File: src/rtl/rx_pkg.sv
// Shared types and constants for the serial Rx alignment front-end.
package rx_pkg;

  localparam int unsigned NIBBLE_W = 4;
  localparam int unsigned BYTE_W   = 8;

  localparam logic [BYTE_W-1:0] COMMA_DEFAULT = 8'hBC;

  typedef enum logic [1:0] {
    StSearch,
    StLocking,
    StSync
  } state_e;

endpackage

File: src/rtl/comma_detect_shift.sv
// Serial-in byte window: exposes the byte formed by the incoming bit and flags a comma.
module comma_detect_shift
  import rx_pkg::*;
#(
  parameter logic [BYTE_W-1:0] COMMA = COMMA_DEFAULT
) (
  input  logic              clk_i,
  input  logic              rst_i,
  input  logic              bit_i,
  output logic [BYTE_W-1:0] next_byte_o,
  output logic              is_comma_o
);

  logic [BYTE_W-1:0] sr_q;

  assign next_byte_o = {sr_q[BYTE_W-2:0], bit_i};
  assign is_comma_o  = (next_byte_o == COMMA);

  always_ff @(posedge clk_i) begin
    if (rst_i) begin
      sr_q <= '0;
    end else begin
      sr_q <= next_byte_o;
    end
  end

endmodule

File: src/rtl/serial_to_nibble_aligner.sv
// Comma-based byte aligner; once synced, emits each byte as high then low nibble on a 4-cycle strobe.
module serial_to_nibble_aligner
  import rx_pkg::*;
#(
  parameter logic [BYTE_W-1:0] COMMA       = COMMA_DEFAULT,
  parameter int unsigned       COMMA_COUNT = 4
) (
  input  logic                clk_8f,
  input  logic                reset,
  input  logic                data_in,
  output logic [NIBBLE_W-1:0] data_out,
  output logic                valid_out,
  output logic                nibble_stb,
  output logic                active_out
);

  logic [BYTE_W-1:0] next_byte;
  logic              is_comma;

  state_e            state_q, state_d;
  logic [2:0]        bit_cnt_q, bit_cnt_d;
  logic [3:0]        comma_cnt_q, comma_cnt_d;
  logic [NIBBLE_W-1:0] data_q, data_d;
  logic [NIBBLE_W-1:0] lo_data_q, lo_data_d;
  logic              valid_q, valid_d;
  logic              lo_valid_q, lo_valid_d;
  logic              stb_q, stb_d;
  logic              active_q, active_d;
  logic              half_q, half_d;
  logic              byte_done;

  comma_detect_shift #(
    .COMMA(COMMA)
  ) u_shift (
    .clk_i      (clk_8f),
    .rst_i      (reset),
    .bit_i      (data_in),
    .next_byte_o(next_byte),
    .is_comma_o (is_comma)
  );

  assign byte_done = (state_q != StSearch) && (bit_cnt_q == 3'd7);

  always_ff @(posedge clk_8f) begin
    if (reset) begin
      state_q     <= StSearch;
      bit_cnt_q   <= '0;
      comma_cnt_q <= '0;
      data_q      <= '0;
      lo_data_q   <= '0;
      valid_q     <= 1'b0;
      lo_valid_q  <= 1'b0;
      stb_q       <= 1'b0;
      active_q    <= 1'b0;
      half_q      <= 1'b0;
    end else begin
      state_q     <= state_d;
      bit_cnt_q   <= bit_cnt_d;
      comma_cnt_q <= comma_cnt_d;
      data_q      <= data_d;
      lo_data_q   <= lo_data_d;
      valid_q     <= valid_d;
      lo_valid_q  <= lo_valid_d;
      stb_q       <= stb_d;
      active_q    <= active_d;
      half_q      <= half_d;
    end
  end

  always_comb begin
    state_d     = state_q;
    bit_cnt_d   = bit_cnt_q;
    comma_cnt_d = comma_cnt_q;
    unique case (state_q)
      StSearch: begin
        bit_cnt_d = '0;
        if (is_comma) begin
          comma_cnt_d = 4'd1;
          state_d     = StLocking;
        end
      end
      StLocking: begin
        bit_cnt_d = bit_cnt_q + 3'd1;
        if (bit_cnt_q == 3'd7) begin
          if (is_comma) begin
            comma_cnt_d = comma_cnt_q + 4'd1;
            if (comma_cnt_q + 4'd1 == 4'(COMMA_COUNT)) begin
              state_d = StSync;
            end
          end else begin
            // Hunt resumes from the bit after the rejected byte.
            comma_cnt_d = '0;
            bit_cnt_d   = '0;
            state_d     = StSearch;
          end
        end
      end
      StSync: begin
        bit_cnt_d = bit_cnt_q + 3'd1;
      end
      default: begin
        state_d = StSearch;
      end
    endcase
  end

  // The comma that completes the lock count already occupies the first nibble slots.
  always_comb begin
    data_d     = data_q;
    valid_d    = valid_q;
    lo_data_d  = lo_data_q;
    lo_valid_d = lo_valid_q;
    half_d     = half_q;
    stb_d      = 1'b0;
    active_d   = (state_d == StSync);
    if (byte_done && (state_d == StSync)) begin
      data_d     = is_comma ? '0 : next_byte[BYTE_W-1:NIBBLE_W];
      lo_data_d  = is_comma ? '0 : next_byte[NIBBLE_W-1:0];
      valid_d    = ~is_comma;
      lo_valid_d = ~is_comma;
      stb_d      = 1'b1;
      half_d     = 1'b0;
    end else if ((state_q == StSync) && (bit_cnt_q == 3'd3) && !half_q) begin
      data_d  = lo_data_q;
      valid_d = lo_valid_q;
      stb_d   = 1'b1;
      half_d  = 1'b1;
    end
  end

  assign data_out   = data_q;
  assign valid_out  = valid_q;
  assign nibble_stb = stb_q;
  assign active_out = active_q;

endmodule
File: config.mk
export PLATFORM = sky130hd
export DESIGN_NAME = serial_to_nibble_aligner
export DESIGN_NICKNAME = d
export VERILOG_FILES = /design/src/rtl/rx_pkg.sv /design/src/rtl/comma_detect_shift.sv /design/src/rtl/serial_to_nibble_aligner.sv
export SDC_FILE = /design/constraint.sdc
export NUM_CORES = 1
export LEC_CHECK = 0
export CORE_MARGIN = 10
export CORE_UTILIZATION = 45
export DETAILED_ROUTE_END_ITERATION = 8
export DONT_BUFFER_PORTS = 1
export SYNTH_ARGS = -nofsm -noshare
export SYNTH_HDL_FRONTEND = slang
export SYNTH_SLANG_ARGS = --single-unit
File: constraint.sdc
create_clock -name clk_8f -period 2.7 [get_ports clk_8f]
set_clock_uncertainty 0.2 [all_clocks]
set_input_delay 0.27 -clock clk_8f [delete_from_list [all_inputs] [get_ports clk_8f]]
set_output_delay 0.27 -clock clk_8f [all_outputs]
set_load 0.01 [all_outputs]
== Yosys cells after proc, flatten, opt, wreduce, memory -nomap -nowiden ==
Cells that the tools add are included.

* Register bits after elaboration: 29
* Input port bits: 3
* Output and inout port bits: 7
* Logic and storage cells: 55

* $add $sub $neg: 2
* Equality and inequality tests: 9
* Muxes and demuxes: 20
* Bitwise logic cells: 1
* Reduce and logical (&&, ||, !) cells: 12

{| class="wikitable"
|+ Operators by type and width
! cell !! number
|-
| 4-bit 2-to-1 mux || 7
|-
| 3-bit one-hot mux with 3 select lines || 1
|-
| 8-bit == test, second input constant || 1
|-
| 2-bit 2-to-1 mux || 4
|-
| 4-bit one-hot mux with 2 select lines || 1
|-
| 3-bit 2-to-1 mux || 2
|-
| 2-bit one-hot mux with 3 select lines || 1
|-
| 2-bit nonzero test || 3
|-
| 4-bit by 1-bit adder with 4-bit output, second input constant || 1
|-
| 2-bit == test, second input constant || 2
|-
| 4-bit by 3-bit == test with 1-bit output, second input constant || 1
|-
| 1-bit logical AND || 4
|-
| 1-bit 2-to-1 mux || 4
|-
| 2-bit inequality test, second input constant || 2
|-
| 3-bit by 1-bit adder with 3-bit output, second input constant || 1
|-
| 3-bit by 2-bit == test with 1-bit output, second input constant || 1
|-
| 3-bit == test, second input constant || 1
|-
| 3-bit AND reduction || 1
|-
| 3-bit nonzero test || 1
|-
| 2-bit by 1-bit == test with 1-bit output, second input constant || 1
|-
| 2-bit zero test || 1
|-
| 2-bit OR reduction || 1
|-
| 1-bit zero test || 1
|-
| 1-bit NOT || 1
|}

== Logic depth before layout (Yosys ltp) ==
* Depth in word-level cells: 9
* Mapped depth: 9
* Mapped depth without buffers: 7

== Modules after synthesis ==
A second synthesis with hierarchy kept.

* Cell total of the unflattened synthesis: 133
* Area total of the unflattened synthesis: 1326.3 µm²

{| class="wikitable"
|+ Modules (own cells, without submodules)
! module !! times used !! cells an instance !! area an instance (µm²) !! sequential area each (µm²)
|-
| serial_to_nibble_aligner || 1 || 115 || 1107.3 || 440.4
|-
| comma_detect_shift || 1 || 18 || 219.0 || 140.1
|}

== Worst setup path before layout ==
Ideal clock, no wire load.

* Path kind: reg-to-reg
* Start point: reg bit_cnt_q[0]
* End point: reg data_q[3] (netlist: data_out[3])
* Setup time: 0.087 ns
* Arrival: 1.902 ns
* Required time: 2.413 ns
* Path slack: 0.511 ns
* Stages on the path, launching flop included: 8
* Buffers on the path: 0
* Period minus slack after synthesis: 2.189 ns
* Cell sequence: dfxtp_1 > ha_1 > ha_1 > nand2_1 > a2111oi_4 > o221ai_2 > or4b_1 > o31ai_1

* Word-level cells in the longest chain between the ends: 6
* Elaborated cells on any way between the ends: 11
* Classes of those cells: 3 x eq/ne; 3 x mux; 5 x reduce/logical

{| class="wikitable"
|+ Ends and longest elaborated chain
! element !! line !! text
|-
| from (decl) || serial_to_nibble_aligner.sv:21 || <nowiki>logic [2:0] bit_cnt_q, bit_cnt_d;</nowiki>
|-
| from (signal assigned) || serial_to_nibble_aligner.sv:58 || <nowiki>bit_cnt_q <= bit_cnt_d;</nowiki>
|-
| 3-bit == test || serial_to_nibble_aligner.sv:42, serial_to_nibble_aligner.sv:84 ||
|-
| 2-bit 2-to-1 mux || serial_to_nibble_aligner.sv:84 || <nowiki>if (bit_cnt_q == 3'd7) begin</nowiki>
|-
| 2-bit one-hot mux with 3 select lines || serial_to_nibble_aligner.sv:74 || <nowiki>unique case (state_q)</nowiki>
|-
| 2-bit == test || serial_to_nibble_aligner.sv:116 || <nowiki>if (byte_done && (state_d == StSync)) begin</nowiki>
|-
| 1-bit logical AND || serial_to_nibble_aligner.sv:116 ||
|-
| 4-bit 2-to-1 mux / 2-bit nonzero test (equally long branches) || -- ||
|-
| to (signal assigned) || serial_to_nibble_aligner.sv:60 || <nowiki>data_q <= data_d;</nowiki>
|-
| to (decl) || serial_to_nibble_aligner.sv:23 || <nowiki>logic [NIBBLE_W-1:0] data_q, data_d;</nowiki>
|}

Several ways; a longest one is shown, not always the timed one.
A chain may end at the register's enable or synchronous reset.

== Final worst setup path ==
Ends and elaborated chain as after synthesis.

==> results.toml <==
[timing]
layout_min_cycle_time_ns = 2.29
finalCritPeriodShare_pct = 84.8
setup_total_negative_slack_ns = 0
highest_achievable_clock_rate_mhz = 437
slew_viol_final = 0
unrepaired_setup_endpoints_after_global_routing = "false"
setup-violations-final = 0
timing.max_slew.rel_slack_pct = 36.9
worst_pin_slew_ns = 0.943
final-hold-violation-count = 0

[synth]
syn_avg_cell_area_um2 = 9.02
synth_top_area_cell = "dfxtp_1"
ys_seq_area_share_pct = 41.0
synthFlopType = "dfxtp_1"
mappedNetlistArea_um2 = 1420
synth_top_cells_by_area = "dfxtp_1, ha_1, a21oi_1"
synth_edf_count = 0
synth.most_common_cell = "dfxtp_1"
ys_seq_elements = 29
yosys-top-cells-count = "dfxtp_1, a21oi_1, nand2_1"
synth_warnings = 0
post_synth_num_cell_types = 41
syn_nets = 169
synthesis.instances = 157
portion_of_synthesized_cell_area_occupied_by_the_leading_cell_type_pct = 41.0
asyncSetResetFlopFracSynth_pct = 0

[placed_design]
detailed_place_hpwl_um = 2010
dp_cells = 194
portBuffers = 0
gp_congestion = 0.915

[min_path]
worst_hold_path_type = "flip-flop to flip-flop"

[clock_tree]
tritoncts_num_sinks = 29
cts-htree-levels = 2
number_of_buffers_inserted_during_clock_tree_synthesis = 5
worstSkewPairLatency_ns = 0.32
clock_tree.root_cell = "clkbuf_4"
tritoncts = "done"
post-cts-setup-buffers = 0
cts.repair.resized = 0
clk_path_buf_depth = 2
holdBufCountCts = 3
cts.reportedPaths.clkPinSlew_ns = 0.09

[final_layout]
post_route_cells_drive_above_1_share_pct = 9.94
number_of_antenna_cells_inserted = 0
fin_nets = 172
synthesis_to_layout_area_growth_pct = 7.51
end_of_flow_core_utilization_pct = 50.3
finalNonFillerCells = 205

[setup_path]
crit_path_cell_trace = "ha_1 -> ha_1 -> nand2_1 -> a2111oi_4 -> o221ai_2 -> or4b_1 -> o31ai_1"
setup_cp_type = "flip-flop to flip-flop"
critPathMaxStageDelay_ns = 0.48
worst_setup_path_end_kind = "flip-flop"
cp_data_arrival_time_ns = 2.33
timing.critical_path.from_type = "flip-flop"
critical_path.n_buffers_inverters = 0
crit_top_cell = "ha_1"
critical_path_peak_fanout = 8
cp_data_required_time_ns = 2.74
critical_path.slowest_cell = "or4b_1"
timing.reg2reg.setup_slack_ns = 0.41
largest_delay_share_family_worst_path = "simple AND/OR/NAND/NOR gates"

[detailed_routing]
routed-via-count = 1131
viasPerCell = 5.52
drt_pre_antenna_iters = 4
routed_wire_length_per_instance_um = 13.9
initialDrtViolationCount = 76
detail_route.wirelength_um = 2840
route.detailed.drc = 0
antenna_violating_nets_post_route = 0

[global_routing]
gr-total-overflow = 0
antenna_found_initial = 0
gr-usage-all-layers_pct = 10.5
grt_max_degree = 29
wire_length_of_the_first_global_routing_pass_um = 5130
vias_in_the_first_global_route = 1109

[floorplan]
ioPinCount = 10
placementRows = 20
die_w_um = 76.1
core_region_area_um2 = 3030
initial_core_util_pct = 46.8
die_outline_area_um2 = 5790
die_h_um = 76.1

[pwr]
cellPowerDensity_nw_per_um2 = 455
irDropWorstVdd_v = 0.000254
leakagePower_nw = 0.570

[run_status]
run_status = "completed"

[flow_run]
drv_cap = 0
tightest hold or removal path, cell delays in order (launching register included):
cell	delay, ns
dfxtp_1	0.31
o21ai_0	0.07
a21oi_1	0.06
through the flow:
step                worst slack, ns  total power, mW  hold slack, ns  instance area, um2
global route                  0.192            0.727           0.309                1520
floorplan                     0.511            0.449           0.198                1420
detailed placement            0.423            0.445           0.144                1440
global placement              0.489            0.445           0.144                1440
finish                        0.411            0.693           0.284                1520
CTS                           0.390            0.702           0.281                1520
state kept, by name (all words and copies together), names as in the netlist:
register	count
active_out	1
bit_cnt_q	3
comma_cnt_q	4
data_out	4
half_q	1
lo_data_q	4
lo_valid_q	1
nibble_stb	1
state_q	2
u_shift.sr_q	7
valid_out	1
layout by cell type, fill, tap and decap left out, drive strengths merged:
cell         netlist  final
nor2              11     11
and3               1      1
clkbuf             7      6
nand4bb            1      1
o221ai             2      2
nand4              2      2
o211ai             1      1
a31o               1      1
and2               1      1
a21boi             1      1
o21ai             14     14
o21a               1      1
nor4               1      1
clkinv             0      2
nor3b              1      1
or4b               3      3
nor3               4      4
nand3b             3      3
or4                1      1
nor2b              8      8
a21bo              1      1
o31ai              2      2
nand2             14     14
a31oi              1      1
nand3              2      2
inv                6      6
a2111oi            2      2
ha                 9      9
dfxtp             29     29
a211oi             2      2
buf                1      1
nand4b             1      1
a21oi             14     14
xnor2              1      1
dlygate4sd3        0      3
or2                1      1
mux2i              6      6
mux2               1      1
path summary, 6_finish.rpt:
check | startpoint | endpoint | cells past startpoint
max | bit_cnt_q[0] | data_out[3] | 7
min | lo_valid_q | lo_valid_q | 2
min reg2reg | lo_valid_q | lo_valid_q | 2
max reg2reg | bit_cnt_q[0] | data_out[3] | 7
cells by family after synthesis:
kind of cell	after synthesis	share of synthesized area [%]
AO/OA/AOI/OAI	42	19.6
XOR/XNOR	1	0.618
adder cells (fa/ha/maj)	9	7.95
buffers and inverters	14	4.24
flip-flops	29	41.0
multiplexers	7	5.04
AND/OR/NAND/NOR	55	21.6
layout make-up:
type	instances	area, um2
clock buffers	6	41.3
inverters	6	22.5
repair buffers	4	37.5
multi-input cells	114	776
clock inverters	2	10.0
fillers	290	1510
flip-flops and latches	29	581
well taps	44	55.1
layer usage:
layer,track usage [%],part of all wire [%],wire length [um]
met1,13.1,47,1330
met2,15.8,47,1330
met3,3.42,6.1,173
met4,5.20,0.21,6
met5,0,0,0
report_power, final:
part,switching [mW],total [mW],internal (mW),leakage (nW)
clock network,0.149,0.248,0.0990,0.0320
logic,0.00778,0.0134,0.00567,0.304
registers,0.00115,0.431,0.430,0.234
total,0.158,0.693,0.534,0.570
(Power assumes the default switching activity.)
